File: src/rtl/bin_to_bcd_conv.sv
// -----------------------------------------------------------------------------
// bin_to_bcd_conv
//
// Converts a BIN_W-bit unsigned or two's-complement value to DIGITS packed BCD
// digits using shift-and-add-3 (double dabble), one input bit per clock. It
// also reports the sign and the number of significant digits. When BLANK_LZ=1,
// leading-zero digit positions are replaced by 4'hF so that a character
// formatter can skip them directly.
//
// Ports
//   clk          rising-edge clock
//   rst_n        asynchronous active-low reset
//   in_valid     in_data/in_signed valid
//   in_ready     converter idle, accepts input
//   in_data      binary value (BIN_W bits)
//   in_signed    1: in_data is two's complement
//   out_valid    result valid
//   out_ready    consumer accepts result
//   out_bcd      digit k at [4k+3:4k], k=0 least significant
//   out_neg      value was negative
//   out_ndigits  significant digits, 1..DIGITS (zero reports 1)
//
// Handshake: a transfer happens on a rising edge where valid && ready are both
// high. in_ready is high only in IDLE; out_valid is high only in DONE, and
// out_bcd/out_neg/out_ndigits are held stable from the rise of out_valid until
// the edge that completes the output transfer. out_valid never drops without a
// transfer or reset.
//
// Latency: accept on edge E0, BIN_W shift edges, one finish edge; out_valid is
// high BIN_W+1 cycles after acceptance. Issue interval is BIN_W+3 cycles.
// -----------------------------------------------------------------------------
module bin_to_bcd_conv #(
  parameter int unsigned BIN_W    = 32,
  parameter int unsigned DIGITS   = 10,
  parameter bit          BLANK_LZ = 1'b0
) (
  input  logic                         clk,
  input  logic                         rst_n,
  input  logic                         in_valid,
  output logic                         in_ready,
  input  logic [BIN_W-1:0]             in_data,
  input  logic                         in_signed,
  output logic                         out_valid,
  input  logic                         out_ready,
  output logic [4*DIGITS-1:0]          out_bcd,
  output logic                         out_neg,
  output logic [$clog2(DIGITS+1)-1:0]  out_ndigits
);

  localparam int unsigned ACC_W = 4 * DIGITS;
  localparam int unsigned NDW   = $clog2(DIGITS + 1);
  localparam int unsigned CNT_W = $clog2(BIN_W + 1);
  localparam logic [CNT_W-1:0] LAST_BIT = CNT_W'(BIN_W - 1);

  // Parameter legality is checked at elaboration time.
  if (BIN_W < 2 || BIN_W > 64) begin : g_bad_bin_w
    $error("bin_to_bcd_conv: BIN_W must be in 2..64");
  end
  if (DIGITS < ((BIN_W * 1233) >> 12) + 1) begin : g_bad_digits
    $error("bin_to_bcd_conv: DIGITS too small for BIN_W");
  end

  typedef enum logic [1:0] {
    S_IDLE  = 2'd0,
    S_SHIFT = 2'd1,
    S_FIN   = 2'd2,
    S_DONE  = 2'd3
  } state_t;

  state_t             state_q;
  logic               in_ready_q;
  logic               out_valid_q;
  logic [ACC_W-1:0]   acc_q;
  logic [BIN_W-1:0]   shreg_q;
  logic [CNT_W-1:0]   cnt_q;
  logic               neg_q;
  logic [ACC_W-1:0]   out_bcd_q;
  logic               out_neg_q;
  logic [NDW-1:0]     out_ndigits_q;

  logic               neg_d;
  logic [BIN_W-1:0]   mag_d;
  logic [ACC_W-1:0]   acc_adj;
  logic [ACC_W-1:0]   acc_d;
  logic [BIN_W-1:0]   shreg_d;
  logic [NDW-1:0]     ndig_d;
  logic [ACC_W-1:0]   bcd_d;

  // Magnitude of the incoming value. The most negative value negates to
  // itself, which read as unsigned is exactly 2^(BIN_W-1).
  always_comb begin
    neg_d = in_signed & in_data[BIN_W-1];
    mag_d = neg_d ? (~in_data + BIN_W'(1)) : in_data;
  end

  // One double-dabble iteration: add 3 to every digit >= 5, then shift the
  // shift register MSB into digit 0.
  always_comb begin
    acc_adj = acc_q;
    for (int k = 0; k < DIGITS; k++) begin
      if (acc_q[4*k +: 4] >= 4'd5) begin
        acc_adj[4*k +: 4] = acc_q[4*k +: 4] + 4'd3;
      end
    end
    acc_d   = (acc_adj << 1) | ACC_W'(shreg_q[BIN_W-1]);
    shreg_d = shreg_q << 1;
  end

  // Significant-digit count and optional leading-zero blanking. Digit 0 is
  // always significant, so a zero value reports one digit.
  always_comb begin
    ndig_d = NDW'(1);
    for (int k = 1; k < DIGITS; k++) begin
      if (acc_q[4*k +: 4] != 4'd0) begin
        ndig_d = NDW'(k + 1);
      end
    end
    bcd_d = acc_q;
    if (BLANK_LZ) begin
      for (int k = 1; k < DIGITS; k++) begin
        if (k >= int'(ndig_d)) begin
          bcd_d[4*k +: 4] = 4'hF;
        end
      end
    end
  end

  always_ff @(posedge clk or negedge rst_n) begin
    if (!rst_n) begin
      state_q       <= S_IDLE;
      in_ready_q    <= 1'b1;
      out_valid_q   <= 1'b0;
      acc_q         <= '0;
      shreg_q       <= '0;
      cnt_q         <= '0;
      neg_q         <= 1'b0;
      out_bcd_q     <= '0;
      out_neg_q     <= 1'b0;
      out_ndigits_q <= '0;
    end else begin
      case (state_q)
        S_IDLE: begin
          if (in_valid) begin
            neg_q      <= neg_d;
            acc_q      <= '0;
            shreg_q    <= mag_d;
            cnt_q      <= '0;
            in_ready_q <= 1'b0;
            state_q    <= S_SHIFT;
          end
        end
        S_SHIFT: begin
          acc_q   <= acc_d;
          shreg_q <= shreg_d;
          cnt_q   <= cnt_q + CNT_W'(1);
          if (cnt_q == LAST_BIT) begin
            state_q <= S_FIN;
          end
        end
        S_FIN: begin
          out_bcd_q     <= bcd_d;
          out_neg_q     <= neg_q;
          out_ndigits_q <= ndig_d;
          out_valid_q   <= 1'b1;
          state_q       <= S_DONE;
        end
        S_DONE: begin
          if (out_ready) begin
            out_valid_q <= 1'b0;
            in_ready_q  <= 1'b1;
            state_q     <= S_IDLE;
          end
        end
        default: begin
          state_q <= S_IDLE;
        end
      endcase
    end
  end

  assign in_ready    = in_ready_q;
  assign out_valid   = out_valid_q;
  assign out_bcd     = out_bcd_q;
  assign out_neg     = out_neg_q;
  assign out_ndigits = out_ndigits_q;

endmodule

File: config.mk
export PLATFORM = sky130hd
export DESIGN_NAME = bin_to_bcd_conv
export DESIGN_NICKNAME = d
export VERILOG_FILES = /design/src/rtl/bin_to_bcd_conv.sv
export SDC_FILE = /design/constraint.sdc
export NUM_CORES = 1
export LEC_CHECK = 0
export CORE_MARGIN = 2
export CORE_UTILIZATION = 44
export DETAILED_ROUTE_END_ITERATION = 8
export PLACE_DENSITY = 0.74
export SYNTH_ARGS = -nofsm -noshare
export SYNTH_HDL_FRONTEND = slang
export SYNTH_SLANG_ARGS = --single-unit
File: constraint.sdc
create_clock -name clk -period 2.5 [get_ports clk]
set_input_delay 0.5 -clock clk [delete_from_list [all_inputs] [get_ports clk]]
set_output_delay 0.5 -clock clk [all_outputs]
set_load 0.01 [all_outputs]
# Word-level counts from Yosys, hierarchy flattened
# Index checks and enable logic that the tools add are counted.
dict set report totals {
  register_bits 128
  out_inout_bits 47
  word_cells 95
}
dict set report classes {
  muxes 35
  n_reduce_logical 18
  n_addsub 12
  magnitude_cmp 10
  n_eq_ne 7
  bitwise_logic 3
}
# operator n
set op_table {}
lappend op_table {{case mux 40 bit (2 select lines)} 1}
lappend op_table {{2-to-1 mux 4 bit} 17}
lappend op_table {{2-to-1 mux 32 bit} 2}
lappend op_table {{case mux 32 bit (2 select lines)} 1}
lappend op_table {{greater-or-equal comparator 4 x 3 -> 1 bit, second input constant} 10}
lappend op_table {{2-to-1 mux 40 bit} 1}
lappend op_table {{bitwise OR 40 x 1 -> 40 bit} 1}
lappend op_table {{adder 4 x 2 -> 4 bit, second input constant} 9}
lappend op_table {{nonzero test 4 bit} 9}
lappend op_table {{adder 32 x 1 -> 32 bit, second input constant} 1}
lappend op_table {{NOT 32 bit} 1}
lappend op_table {{case mux 6 bit (2 select lines)} 1}
lappend op_table {{2-to-1 mux 2 bit} 4}
lappend op_table {{case mux 2 bit (4 select lines)} 1}
lappend op_table {{adder 6 x 1 -> 6 bit, second input constant} 1}
lappend op_table {{equality test 6 x 5 -> 1 bit, second input constant} 1}
lappend op_table {{2-to-1 mux 6 bit} 1}
lappend op_table {{!= test 2 bit, second input constant} 3}
lappend op_table {{AND reduction 2 bit} 3}
lappend op_table {{AND reduction 3 bit} 2}
lappend op_table {{nonzero test 2 bit} 3}
lappend op_table {{equality test 2 bit, second input constant} 2}
lappend op_table {{case mux 1 bit (2 select lines)} 2}
lappend op_table {{adder 3 x 2 -> 3 bit, second input constant} 1}
lappend op_table {{5 further kinds} 7}

# Longest topological paths before layout
# Gate-level depths: netlist (run 1).
dict set report logic_depth {
  depth_word 10
  mapped_depth 9
  depth_no_buf 7
}

# Worst setup path before layout (run 1)
# No wires, ideal clock.
dict set report synth_timing {
  kind {input -> register}
  start {input port in_data[16]}
  end {register shreg_q[26]}
  n_path_buf 0
  arrival_time_ps 1877
  path_slack_ps 491
  required_time_ps 2368
  path_stages 5
  path_cell_list {or4_4 > or3_1 > o41ai_2 > xor2_1 > o21ai_1}
}
dict set report synth_between {
  elab_chain_cells 5
}
# item line
set synth_lines {}
lappend synth_lines {{start, declared} 41} ;# input logic [BIN_W-1:0] in_data,
lappend synth_lines {{NOT 32 bit} 93} ;# mag_d = neg_d ? (~in_data + BIN_W'(1)) : in_data;
lappend synth_lines {{adder 32 x 1 -> 32 bit} 93}
lappend synth_lines {{2-to-1 mux 32 bit} 93}
lappend synth_lines {{2-to-1 mux 32 bit} 143} ;# if (in_valid) begin
lappend synth_lines {{case mux 32 bit (2 select lines)} 141} ;# case (state_q)
lappend synth_lines {{end signal, assigned} 146} ;# shreg_q <= mag_d;
lappend synth_lines {{end signal, assigned} 154} ;# shreg_q <= shreg_d;
lappend synth_lines {{end, declared} 74} ;# logic [BIN_W-1:0] shreg_q;
# No other way between the ends. The select of a mux whose other input is x is not followed.
# A chain may end at the register's enable or synchronous reset.

# Worst setup path after layout (run 1)
dict set report layout_timing {
  start {register state_q[0]}
  end {register cnt_q[4]}
}
dict set report layout_between {
  elab_chain_cells 3
  elab_cells_between_ends 6
}
# item line
set layout_lines {}
lappend layout_lines {{start, declared} 70} ;# state_t state_q;
lappend layout_lines {{start signal, assigned} 130} ;# state_q <= S_IDLE;
lappend layout_lines {{start signal, assigned} 149} ;# state_q <= S_SHIFT;
lappend layout_lines {{start signal, assigned} 157} ;# state_q <= S_FIN;
lappend layout_lines {{equality test 2 x 1 -> 1 bit or zero test 2 bit (tied branches)} 141}
lappend layout_lines {{nonzero test 2 bit (no line) or != test 2 bit (tied branches)} n/a}
lappend layout_lines {{AND reduction 2 bit (no line)} n/a}
lappend layout_lines {{end signal, assigned} 155} ;# cnt_q <= cnt_q + CNT_W'(1);
lappend layout_lines {{end, declared} 75} ;# logic [CNT_W-1:0] cnt_q;
# Parallel ways exist; a longest one is shown, timed or not.

==> results of run 1 <==
[final cells by class]
cell class,count,area [sq um],share of cell area
Tap cell,184,230,0.0271
Multi-Input combinational cell,442,3200,0.376
Timing Repair Buffer,128,1200,0.142
Clock buffer,21,460,0.0542
Clock inverter,8,90.1,0.0106
Sequential cell,128,3200,0.377
Inverter,30,113,0.0132
[cells in the final DEF, fill, tap and decap left out, drive strengths merged, types with 21 or more instances in the layout]
master         netlist  final
clkbuf              27     21
nor2                37     37
buf                  4     46
ha                  26     26
a21oi               35     35
xor2                30     30
o31ai               21     21
nand2               34     34
o21ai               49     49
inv                 30     30
dfrtp              127    127
mux2                42     42
clkdlybuf4s50        0     82
[path summary, 6_finish.rpt]
path,from,end,slack (ps),cells after the start
setup / recovery,state_q[0]$_DFFE_PN0P_,cnt_q[4]$_DFFE_PN0P_,220,8
hold / removal,rst_n,out_bcd[29]$_DFFE_PN0P_,90,1
setup reg to reg,state_q[0]$_DFFE_PN0P_,cnt_q[4]$_DFFE_PN0P_,220,8
hold reg to reg,out_ndigits[3]$_DFFE_PN0P_,out_ndigits[3]$_DFFE_PN0P_,470,1
max in group asynchronous,rst_n,out_bcd[19]$_DFFE_PN0P_,1730,2
min in group clk,out_ndigits[3]$_DFFE_PN0P_,out_ndigits[3]$_DFFE_PN0P_,470,1
[power breakdown]
group          internal (mW)  switching [mW]  total (mW)
sequential              2.84           0.598        3.44
clock                   1.49           0.844        2.33
combinational           2.10            2.39        4.49
total                   6.43            3.83        10.3
[sequential cells by signal (all words and copies together), names as in the netlist]
signal	count
acc_q	40
out_bcd	40
in_ready	1
state_q	2
neg_q	1
out_ndigits	4
out_valid	1
cnt_q	6
out_neg	1
shreg_q	32
[cell usage after synthesis (10+ instances only)]
cell / n / area share
a21oi_1: 35 / 0.026
a22oi_1: 16 / 0.018
a32o_1: 10 / 0.015
clkbuf_1: 27 / 0.015
dfrtp_1: 127 / 0.48
ha_1: 26 / 0.049
inv_1: 30 / 0.017
mux2_2: 42 / 0.071
nand2_1: 34 / 0.019
nand2b_1: 15 / 0.014
nor2_1: 37 / 0.021
nor3_1: 11 / 0.0083
o21ai_0: 27 / 0.020
o21ai_1: 22 / 0.017
o22ai_1: 20 / 0.019
o31ai_1: 21 / 0.024
xnor2_1: 20 / 0.026
xor2_1: 30 / 0.040
[per-layer routing]
metal / global-route usage / routed length (um) / vias up
met5: 0 / 0 / -
met4: 0.0718 / 206 / 0
met3: 0.0371 / 644 / 19
met2: 0.334 / 7520 / 136
met1: 0.252 / 6820 / 2605
li1: - / - / 2540
[stage by stage]
stage | cell area [sq um] | total power [mW] | hold slack, ps | util
3_5_place_dp | 7950 | 7.92 | 468 | 0.543
6_report | 8500 | 10.3 | 90.3 | 0.581
3_3_place_gp | 7950 | 7.70 | 462 | 0.543
2_1_floorplan | 6630 | 6.21 | 204 | -
5_1_grt | 8500 | 11.0 | 143 | 0.581
4_1_cts | 8500 | 10.3 | 116 | 0.581
[logic make-up (layout without fill, tap and decap cells)]
family,after synthesis,count (layout),share of synthesized area
adder cells (fa/ha/maj),26,26,0.0491
buffers and inverters,61,187,0.0347
XOR/XNOR,50,50,0.0661
multiplexers,42,42,0.0714
AO/OA/AOI/OAI,186,186,0.185
AND/OR/NAND/NOR,138,138,0.110
flip-flops,128,128,0.484
==> reports/results.txt, run 1 <==
Netlist Area Pre-Place -> 6630 sq um
yosys warns -> 0
Max Clk Rate -> 439 MHz
EDFF count, synth -> 0
Seq cells post-synth -> 128
critical path's top delay family -> compound AO/OA/AOI/OAI gates
Syn Inst Count -> 631
relative slew slack -> 0.301
clk sink count -> 128
non-filler cells, final -> 941
Crit-path slowest cell -> o21ai_2
Post-DP HPWL -> 10900 um
Antenna Cells -> 0
status -> completed
worst slew pin tran -> 1050 ps
CTS tree -> done
WL final -> 15200 um
Setup TNS -> 0 ps
Hold Vio Cnt, Final -> 0
Crit. End Element -> register
Cell Chain, Critical Path -> inv_1 -> ha_1 -> buf_4 -> nand2b_1 -> o21ai_2 -> nor3_1 -> a21o_1 -> a22o_1
power density cells -> 1210 nW/um^2
Avg Synthesized Cell Area -> 10.5 sq um
Die X -> 127 um
Max Transition Viols Final -> 0
Seq/Total Area, Yosys -> 0.484
gr usage total -> 0.197
CTS resizes -> 0
die height -> 127 um
pin count of the biggest net entering global routing -> 48
vias in the first global route -> 5436
final setup vio count -> 0
Die Footprint -> 16100 sq um
Clock Tree Buf Depth -> 2
Max-Cap Viols -> 0
first-pass GRT wire length -> 25800 um
Max Clock Skew -> 4.19 ps
core area -> 14600 sq um
vias -> 5300
post-DR vias/cell -> 5.63
RSZ-0062 raised after global routing -> false
Post-Syn Nets -> 694
row cnt -> 44
hold_buf cts -> 0
# DRC -> 0
PortBufs -> 83
Startpoint Class -> register
GP Congestion -> 0.855
commonest register cell after synthesis -> dfrtp_1
maximum vdd ir drop -> 641 uV
Syn-to-layout area delta -> 28.3%
Initial Util -> 0.452
CTS root buf -> clkbuf_16
Clk Latency, worst-skew pair -> 420 ps
CP Data Required Time -> 2800 ps
H-tree Lvls -> 4
first-pass iteration count of the detailed router -> 5
dpl cells -> 912
Routed Antenna Nets -> 0
asr flop ratio synth -> 1.00
dpl ws -> -30.5 ps
cts bufs inserted -> 17
HP Class -> in2async
clock slew at reported path FFs -> 50 ps
post-CTS setup buffers -> 0
GRT overflow -> 0
Top Ports -> 84
period utilization -> 0.911
slowest stage delay, CP -> 430 ps
total of fill cells in the finished design -> 1215
Worst Path Buf+Inv -> 2
initial antenna violation count -> 0
Final Worst Setup Slack -> 222 ps
synth unique cells -> 47
crit path DAT -> 2580 ps
post-layout net count -> 810
LEAKAGE -> 3.67 nW
DR iter-0 viols -> 374
wire per inst -> 16.1 um
layout cells sized above 1 -> 0.165
Crit Path Category -> reg2reg
post-route minimum period -> 2280 ps
CP Max Fanout -> 24
Note: power is estimated with default switching activity, not from simulation.
==> run 2: changes to the inputs <==
--- a/config.mk
+++ b/config.mk
@@ -7,6 +7,7 @@
 export LEC_CHECK = 0
 export CORE_MARGIN = 2
 export CORE_UTILIZATION = 44
+export CTS_BUF_LIST = sky130_fd_sc_hd__clkbuf_4 sky130_fd_sc_hd__clkbuf_8
 export DETAILED_ROUTE_END_ITERATION = 8
 export PLACE_DENSITY = 0.74
 export SYNTH_ARGS = -nofsm -noshare
==> reports/results.txt, run 2 (same netlist as run 1, synthesis figures left out) <==
Clock Tree Buf Depth -> 2
non-filler cells, final -> 941
first-pass iteration count of the detailed router -> 5
LEAKAGE -> 3.59 nW
hold_ws -> 66.1 ps
Crit Path Category -> reg2reg
cts bufs inserted -> 17
post-route minimum period -> 2280 ps
clock slew at reported path FFs -> 60 ps
PortBufs -> 83
gr usage total -> 0.193
most frequent cells in the layout -> dfrtp_1 (127), clkdlybuf4s50_1 (82), buf_4 (43)
post-route cell area -> 8320 sq um
Max Clock Skew -> 7.86 ps
CTS resizes -> 0
Startpoint Class -> register
layout cells sized above 1 -> 0.168
Antenna Cells -> 0
pin count of the biggest net entering global routing -> 48
GRT overflow -> 0
HP Class -> in2async
most common cell after layout, fill and taps aside -> dfrtp_1
post-layout net count -> 810
dpl cells -> 912
GP Congestion -> 0.855
Clk Latency, worst-skew pair -> 440 ps
crit path DAT -> 2600 ps
hold_buf cts -> 0
Die X -> 127 um
post-CTS setup buffers -> 0
Crit. End Element -> register
Tot Pwr -> 9.56 mW
Max Transition Viols Final -> 0
CTS tree -> done
DR iter-0 viols -> 412
total of fill cells in the finished design -> 1233
final setup vio count -> 0
dpl ws -> -30.5 ps
power density cells -> 1150 nW/um^2
post-DR vias/cell -> 5.69
relative slew slack -> 0.304
wire per inst -> 15.7 um
H-tree Lvls -> 4
vias -> 5350
Top Ports -> 84
Die Footprint -> 16100 sq um
# DRC -> 0
Initial Util -> 0.452
first-pass GRT wire length -> 25500 um
slowest stage delay, CP -> 420 ps
Crit-path slowest cell -> o21ai_2
WL final -> 14800 um
Post-DP HPWL -> 10900 um
maximum vdd ir drop -> 559 uV
worst slew pin tran -> 1040 ps
Routed Antenna Nets -> 0
CP Data Required Time -> 2820 ps
RSZ-0062 raised after global routing -> false
status -> completed
Final Worst Setup Slack -> 224 ps
Max-Cap Viols -> 0
Placed Area -> 7950 sq um
clk sink count -> 128
Setup TNS -> 0 ps
initial antenna violation count -> 0
Worst Path Buf+Inv -> 2
CP Max Fanout -> 24
Max Clk Rate -> 439 MHz
period utilization -> 0.910
vias in the first global route -> 5440
Syn-to-layout area delta -> 25.5%
Core Util, Final -> 0.568
die height -> 127 um
Cell Chain, Critical Path -> inv_1 -> ha_1 -> buf_4 -> nand2b_1 -> o21ai_2 -> nor3_1 -> a21o_1 -> a22o_1
Hold Vio Cnt, Final -> 0
core area -> 14600 sq um
critical path's top delay family -> compound AO/OA/AOI/OAI gates
row cnt -> 44
CTS root buf -> clkbuf_8
-- run 2: changes by cell type in the layout (fill, tap and decap cells not counted) --
cell / change
clkbuf_1: -2
clkbuf_16: -17
clkbuf_4: +2
clkbuf_8: +17
-- run 2: final timing paths --
check,depth (start not counted),to,start,slack (ps)
max,8,cnt_q[4]$_DFFE_PN0P_,state_q[0]$_DFFE_PN0P_,220
min,1,out_bcd[32]$_DFFE_PN0P_,rst_n,70
max reg2reg,8,cnt_q[4]$_DFFE_PN0P_,state_q[0]$_DFFE_PN0P_,220
min reg2reg,1,out_ndigits[3]$_DFFE_PN0P_,out_ndigits[3]$_DFFE_PN0P_,480
max in group asynchronous,2,out_bcd[18]$_DFFE_PN0P_,rst_n,1770
min in group clk,1,out_ndigits[3]$_DFFE_PN0P_,out_ndigits[3]$_DFFE_PN0P_,480
-- run 2: worst register-to-register path: stages, from the launching register on --
cell and delay, ps:
dfrtp_1 410, inv_1 110, ha_1 380, buf_4 220
nand2b_1 120, o21ai_2 420, nor3_1 130, a21o_1 200
a22o_1 170
-- run 2: cell type report --
cell class | instances | area (sq um) | area share
multi-input cells | 442 | 3200 | 0.385
flip-flops and latches | 128 | 3200 | 0.385
well taps | 184 | 230 | 0.0277
clock inverters | 8 | 90.1 | 0.0108
repair buffers | 128 | 1200 | 0.145
clock buffers | 21 | 277 | 0.0332
inverters | 30 | 113 | 0.0135
-- run 2: layer usage --
layer,track usage,wire length [um],vias to the layer above
li1,-,-,2538
met1,0.252,6690,2639
met2,0.325,7240,152
met3,0.0464,658,21
met4,0.0537,178,0
met5,0,0,-
-- run 2: where the power goes --
group / switching, mW / total [mW] / internal, mW
logic: 2.36 / 4.46 / 2.10
clock network: 0.745 / 1.68 / 0.932
registers: 0.590 / 3.42 / 2.83
==> run 3: changes to the inputs <==
--- a/config.mk
+++ b/config.mk
@@ -8,8 +8,10 @@
 export CORE_MARGIN = 2
 export CORE_UTILIZATION = 44
 export CTS_BUF_LIST = sky130_fd_sc_hd__clkbuf_4 sky130_fd_sc_hd__clkbuf_8
+export CTS_CLUSTER_SIZE = 30
 export DETAILED_ROUTE_END_ITERATION = 8
 export PLACE_DENSITY = 0.74
+export SLEW_MARGIN = 20
 export SYNTH_ARGS = -nofsm -noshare
 export SYNTH_HDL_FRONTEND = slang
 export SYNTH_SLANG_ARGS = --single-unit
==> results of run 3 <==
Same layout as run 2: the final DEF is identical, and so are final timing and power.
